`src/rtl/wddl_decoder_pkg.sv`:
```
// Shared types and constants for the WDDL receive-end decoder.
package wddl_decoder_pkg;

  localparam int unsigned DEF_WIDTH     = 128;
  localparam int unsigned DEF_ERR_CNT_W = 16;

  // Bit positions inside err_out
  localparam int unsigned ERR_EVAL  = 0;
  localparam int unsigned ERR_PRECH = 1;
  localparam int unsigned ERR_OVF   = 2;
  localparam int unsigned ERR_W     = 3;

  typedef enum logic [1:0] {
    WAIT_PRE = 2'd0,
    PRE      = 2'd1,
    EVAL     = 2'd2
  } state_e;

  // Sticky error flags in err_out bit order (MSB first)
  typedef struct packed {
    logic overflow;
    logic prech_fault;
    logic eval_fault;
  } err_t;

endpackage

```
`src/rtl/wddl_decoder_if.sv`:
```
// Dual-rail input, single-rail valid/ready output and error reporting bundle.
interface wddl_decoder_if
  import wddl_decoder_pkg::*;
#(
  parameter int unsigned WIDTH     = DEF_WIDTH,
  parameter int unsigned ERR_CNT_W = DEF_ERR_CNT_W
) ();

  logic                 pre_in;
  logic [WIDTH-1:0]     d_p_in;
  logic [WIDTH-1:0]     d_n_in;
  logic [WIDTH-1:0]     d_out;
  logic                 d_valid_out;
  logic                 d_ready_in;
  logic [ERR_W-1:0]     err_out;
  logic [ERR_CNT_W-1:0] err_cnt_out;
  logic                 clr_err_in;

  modport slave (
    input  pre_in, d_p_in, d_n_in, d_ready_in, clr_err_in,
    output d_out, d_valid_out, err_out, err_cnt_out
  );

  modport master (
    output pre_in, d_p_in, d_n_in, d_ready_in, clr_err_in,
    input  d_out, d_valid_out, err_out, err_cnt_out
  );

endinterface

```
`src/rtl/wddl_rail_check.sv`:
```
// Combinational rail legality: all-precharged (both rails 0) and all-complementary.
module wddl_rail_check #(
  parameter int unsigned WIDTH = 128
) (
  input  logic [WIDTH-1:0] i_p,
  input  logic [WIDTH-1:0] i_n,
  output logic             o_all_zero_c,
  output logic             o_all_comp_c
);

  assign o_all_zero_c = ~|(i_p | i_n);
  assign o_all_comp_c = &(i_p ^ i_n);

endmodule

```
`src/rtl/wddl_decoder.sv`:
```
// WDDL-to-single-rail boundary: phase tracking, rail checks, 1-entry output
// buffer, sticky error flags and saturating error counter.
module wddl_decoder
  import wddl_decoder_pkg::*;
#(
  parameter int unsigned WIDTH     = DEF_WIDTH,
  parameter int unsigned ERR_CNT_W = DEF_ERR_CNT_W
) (
  input  logic          clk,
  input  logic          rst,
  wddl_decoder_if.slave bus
);

  localparam logic [ERR_CNT_W-1:0] CNT_MAX = '1;

  logic [WIDTH-1:0]     r_p;
  logic [WIDTH-1:0]     r_n;
  logic                 r_pre;
  state_e               r_state;
  state_e               w_state_nxt;
  logic                 w_prech_end;
  logic                 w_eval_end;
  logic                 w_all_zero;
  logic                 w_all_comp;
  logic                 w_load;
  logic                 w_room;
  err_t                 w_evt;
  logic                 w_any_evt;
  logic [WIDTH-1:0]     r_d_out;
  logic                 r_valid;
  err_t                 r_err;
  logic [ERR_CNT_W-1:0] r_cnt;

  // Input stage, sampled every cycle
  always_ff @(posedge clk or posedge rst) begin
    if (rst) begin
      r_p   <= '0;
      r_n   <= '0;
      r_pre <= 1'b0;
    end else begin
      r_p   <= bus.d_p_in;
      r_n   <= bus.d_n_in;
      r_pre <= bus.pre_in;
    end
  end

  always_ff @(posedge clk or posedge rst) begin
    if (rst) r_state <= WAIT_PRE;
    else     r_state <= w_state_nxt;
  end

  // Phase edges are seen as registered phase vs. live pin
  always_comb begin
    w_state_nxt = r_state;
    w_prech_end = 1'b0;
    w_eval_end  = 1'b0;
    case (r_state)
      WAIT_PRE: begin
        if (r_pre) w_state_nxt = PRE;
      end
      PRE: begin
        if (r_pre && !bus.pre_in) begin
          w_state_nxt = EVAL;
          w_prech_end = 1'b1;
        end
      end
      EVAL: begin
        if (!r_pre && bus.pre_in) begin
          w_state_nxt = PRE;
          w_eval_end  = 1'b1;
        end
      end
      default: w_state_nxt = WAIT_PRE;
    endcase
  end

  wddl_rail_check #(.WIDTH(WIDTH)) u_rail_check (
    .i_p          (r_p),
    .i_n          (r_n),
    .o_all_zero_c (w_all_zero),
    .o_all_comp_c (w_all_comp)
  );

  assign w_load = w_eval_end & w_all_comp;
  assign w_room = ~r_valid | bus.d_ready_in;

  always_comb begin
    w_evt             = '0;
    w_evt.eval_fault  = w_eval_end & ~w_all_comp;
    w_evt.prech_fault = w_prech_end & ~w_all_zero;
    w_evt.overflow    = w_load & ~w_room;
  end

  assign w_any_evt = |w_evt;

  // One-entry output buffer; a blocked load is dropped and the held word kept
  always_ff @(posedge clk or posedge rst) begin
    if (rst) begin
      r_d_out <= '0;
      r_valid <= 1'b0;
    end else if (w_load && w_room) begin
      r_d_out <= r_p;
      r_valid <= 1'b1;
    end else if (r_valid && bus.d_ready_in) begin
      r_valid <= 1'b0;
    end
  end

  // A clear in the same cycle as an event keeps only that event
  always_ff @(posedge clk or posedge rst) begin
    if (rst) begin
      r_err <= '0;
      r_cnt <= '0;
    end else if (bus.clr_err_in) begin
      r_err <= w_evt;
      r_cnt <= w_any_evt ? ERR_CNT_W'(1) : '0;
    end else begin
      r_err <= err_t'(r_err | w_evt);
      if (w_any_evt && (r_cnt != CNT_MAX)) r_cnt <= r_cnt + ERR_CNT_W'(1);
    end
  end

  assign bus.d_out       = r_d_out;
  assign bus.d_valid_out = r_valid;
  assign bus.err_out     = r_err;
  assign bus.err_cnt_out = r_cnt;

endmodule

```
`src/flat_wrapper.sv`:
```
// flat-port wrapper written by rule: the top's interface ports become plain ports
module wddl_decoder_flat import wddl_decoder_pkg::*;
#(
  parameter int unsigned WIDTH     = DEF_WIDTH,
  parameter int unsigned ERR_CNT_W = DEF_ERR_CNT_W
)
  (clk, rst, bus_pre_in, bus_d_p_in, bus_d_n_in, bus_d_ready_in, bus_clr_err_in, bus_d_out, bus_d_valid_out, bus_err_out, bus_err_cnt_out);
  wddl_decoder_if #(.WIDTH(WIDTH), .ERR_CNT_W(ERR_CNT_W)) bus_i ();
  input  logic clk;
  input  logic rst;
  input wire logic [$bits(bus_i.pre_in)-1:0] bus_pre_in;
  input wire logic [$bits(bus_i.d_p_in)-1:0] bus_d_p_in;
  input wire logic [$bits(bus_i.d_n_in)-1:0] bus_d_n_in;
  input wire logic [$bits(bus_i.d_ready_in)-1:0] bus_d_ready_in;
  input wire logic [$bits(bus_i.clr_err_in)-1:0] bus_clr_err_in;
  output wire logic [$bits(bus_i.d_out)-1:0] bus_d_out;
  output wire logic [$bits(bus_i.d_valid_out)-1:0] bus_d_valid_out;
  output wire logic [$bits(bus_i.err_out)-1:0] bus_err_out;
  output wire logic [$bits(bus_i.err_cnt_out)-1:0] bus_err_cnt_out;
  assign bus_i.pre_in = bus_pre_in;
  assign bus_i.d_p_in = bus_d_p_in;
  assign bus_i.d_n_in = bus_d_n_in;
  assign bus_i.d_ready_in = bus_d_ready_in;
  assign bus_i.clr_err_in = bus_clr_err_in;
  assign bus_d_out = bus_i.d_out;
  assign bus_d_valid_out = bus_i.d_valid_out;
  assign bus_err_out = bus_i.err_out;
  assign bus_err_cnt_out = bus_i.err_cnt_out;
  wddl_decoder #(.WIDTH(WIDTH), .ERR_CNT_W(ERR_CNT_W)) u_core (.clk(clk), .rst(rst), .bus(bus_i));
endmodule
```
`config.mk`:
```
export PLATFORM = sky130hd
export DESIGN_NAME = wddl_decoder_flat
export DESIGN_NICKNAME = d
export VERILOG_FILES = /design/src/rtl/wddl_decoder_pkg.sv /design/src/rtl/wddl_decoder_if.sv /design/src/rtl/wddl_rail_check.sv /design/src/rtl/wddl_decoder.sv /design/src/flat_wrapper.sv
export SDC_FILE = /design/constraint.sdc
export NUM_CORES = 1
export LEC_CHECK = 0
export BUFFER_PORTS_ARGS = -buffer_cell sky130_fd_sc_hd__buf_2
export CAP_MARGIN = 0
export CORE_UTILIZATION = 35
export DETAILED_ROUTE_END_ITERATION = 10
export SLEW_MARGIN = 0
export SYNTH_ARGS = -nofsm -noshare
export SYNTH_HDL_FRONTEND = slang
export SYNTH_SLANG_ARGS = --single-unit
```
`constraint.sdc`:
```
create_clock -name clk -period 13.22 [get_ports clk]
set_clock_uncertainty 0.2 [all_clocks]
set_input_delay 2.644 -clock clk [delete_from_list [all_inputs] [get_ports clk]]
set_output_delay 2.644 -clock clk [all_outputs]
set_load 0.05 [all_outputs]
```
==> out/metrics.csv <==
stage,metric,value,unit
sta,setup_tns,0,ns
floorplan,die_w,212,um
synthesis,synth_common_cells,"407 x dfrtp_1, 261 x inv_1, 129 x ha_1",
synthesis,yosys_warnings,0,
synthesis,synth_nets,1515,
sta,rsz0062_at_grt,no,
sta,fin_crit_sh,0.336,
synthesis,synth_most_common_cell,dfrtp_1,
clocking,clk-insertion-delay-late,0.58,ns
global_routing,grt_max_degree,189,
synthesis,synth_cell_types,47,
setup_path,slowest_delay,0.80,ns
sta,hold_viol,0,
setup_path,worst-path-buf-inv,2,
layout,fin_util,0.454,
drt,drtIter0Drc,539,
layout,fin_cells,2184,
floorplan,initial_core_util,0.357,
drt,vias,9777,
clocking,post-cts-setup-buffers,0,
clocking,clkSlewWorstSetupHoldPaths,0.06,ns
layout,final_cell_area,19700,um2
clocking,cts_max_level,2,
worst_hold_path,hold_class,flip-flop to flip-flop,
setup_path,critPathMaxFanout,72,
sta,whs,0.283,ns
floorplan,core.rowCount,76,
layout,drive_gt1_frac,0.388,
layout,fin_nets,1956,
clocking,clock-sinks,407,
clocking,cts_tree,built,
placement,gp_congestion,0.825,
setup_path,path_cells,buf_2 > nand3b_1 > nor4_2 > buf_4 > mux2_2,
sta,fmax,225,MHz
drt,postRouteAntennaNets,0,
setup_path,endpoint_kind,flip-flop,
synthesis,postSynthRegisterBits,407,
power_and_ir_drop,finalPower,2.72,mW
power_and_ir_drop,ir_drop,0.117,mV
synthesis,synth-async-reset-ratio,1.00,
placement,place_worst_setup_slack,8.21,ns
synthesis,seq_area_frac_synth,0.659,
power_and_ir_drop,p_leak,10.9,nW
sta,setup_viol,0,
setup_path,required,13.47,ns
clocking,clockBufferDepth,3,
power_and_ir_drop,powerDensity,138,nW/um2
global_routing,grt_pass1_vias,10300,
floorplan,pin_count,409,
setup_path,crit_type,input pin to flip-flop,
clocking,cts_buffers,44,
placement,dpl.hpwl,29.4,mm
synthesis,syn_inst,1125,
drt,routed_wl,38.5,mm
synthesis,synth-edff-count,0,
job,maxCapViolations,0,
layout,area_growth_syn_to_layout,27.2,%
synthesis,synth_top_flop_cell,dfrtp_1,
drt,wl_per_cell,17.6,um
clocking,cts_resized,0,
sta,slew_viol_final,0,
global_routing,grt_pass1_wl,58.3,mm
sta,post-route-min-period,4.44,ns
setup_path,worst_setup_path_start_kind,input pin,
drt,first_pass_iters,4,
placement,numPortBuffers,408,
global_routing,gr-total-overflow,0,
clocking,postCtsHoldBufs,0,
setup_path,slowest_stage,buf_4,
drt,drc,0,
synthesis,yosysTopAreaCellShare,0.659,
drt,via_per_inst,4.48,
placement,dpl-instance-area,18200,um2
setup_path,cp.arrival,4.69,ns
synthesis,yosys.area.top_type,dfrtp_1,
synthesis,netlist_top_cells_area,"dfrtp_1 66%, ha_1 10%, mux2_2 9.3%, inv_1 6.3%, nand4_1 2.8%",
global_routing,grtUsageTotal,0.174,
run_status,status,"finished, final reports clean",
clocking,cts_root_buf,clkbuf_16,
sta,setup_slack,8.78,ns
floorplan,die_y,212,um
global_routing,antenna_found_initial,13,
floorplan,core-area,43400,um2
setup_path,cp_top_family,buffers and inverters,
synthesis,syn-cell-area,15500,um2
sta,max_slew_margin,0.245,
floorplan,design.die.area,45000,um2
sta,worst_pin_slew,1.13,ns
synthesis,syn_avg_cell_area,13.7,um2
placement,placed_cells,2105,
==> power breakdown <==
part	switching, mW	internal (mW)	leakage, nW
Clock	0.499	0.739	0.717
Combinational	0.103	0.0661	5.14
Sequential	0.0227	1.29	5.09
==> final timing paths <==
check,from,end,slack (ns),cells past startpoint
min in group asynchronous,rst,u_core.bus.d_out[62],2.09,3
max in group asynchronous,rst,u_core.r_p[3],9.20,4
setup / recovery,bus_pre_in,u_core.bus.d_out[73],8.78,5
hold reg to reg,u_core.bus.err_out[1],u_core.bus.err_out[1],0.28,1
hold / removal,u_core.bus.err_out[1],u_core.bus.err_out[1],0.28,1
setup reg to reg,u_core.r_p[66],u_core.bus.d_out[73],9.16,8
==> layer usage <==
metal,global-route usage,vias to the layer above,wire length (um)
li1,-,4590,-
met1,0.212,4757,15800
met2,0.288,314,18500
met3,0.0576,90,3050
met4,0.0605,26,1000
met5,0,-,186
==> layout make-up <==
cell class | instances | area (um2)
Timing Repair Buffer | 413 | 2100
Clock inverter | 15 | 211
Clock buffer | 62 | 1250
Fill cell | 4082 | 23700
Multi-Input combinational cell | 439 | 4210
Tap cell | 585 | 732
Inverter | 261 | 983
Sequential cell | 407 | 10200
Antenna cell | 2 | 5.00
==> logic make-up (layout without fill, tap and decap cells) <==
family,Yosys count,in the layout,share of synthesized area
other,0,2,0
AND/OR/NAND/NOR,142,142,0.0562
buffers and inverters,279,751,0.0697
multiplexers,129,129,0.0939
adder cells (fa/ha/maj),129,129,0.104
AO/OA/AOI/OAI,39,39,0.0172
flip-flops,407,407,0.659
==> cells in the final DEF (no fill, tap or decap), drive strengths merged, types with 2 or more instances in the layout <==
cell	Yosys	routed
dfrtp	407	407
nor3	4	4
or3	5	5
a21oi	12	12
diode	0	2
o31ai	2	2
nand4b	3	3
nand2	14	14
clkinv	0	7
nor4	19	19
a21o	2	2
inv	261	263
and2	2	2
nand3b	2	2
bufinv	0	4
and4	2	2
buf	15	413
and3	2	2
nor2	5	5
ha	129	129
or4	2	2
nand3	4	4
nor2b	4	4
clkinvlp	0	2
nand4	70	70
nor3b	2	2
o21ai	12	12
o21a	2	2
clkbuf	3	62
mux2	129	129
==> state kept, by name (all words and copies together) (netlist names) <==
name,cells
u_core.bus.d_out,128
u_core.r_n,128
u_core.r_p,128
u_core.bus.err_cnt_out,16
u_core.bus.err_out,3
u_core.r_state,2
u_core.bus.d_valid_out,1
u_core.r_pre,1
(Power assumes the default switching activity.)
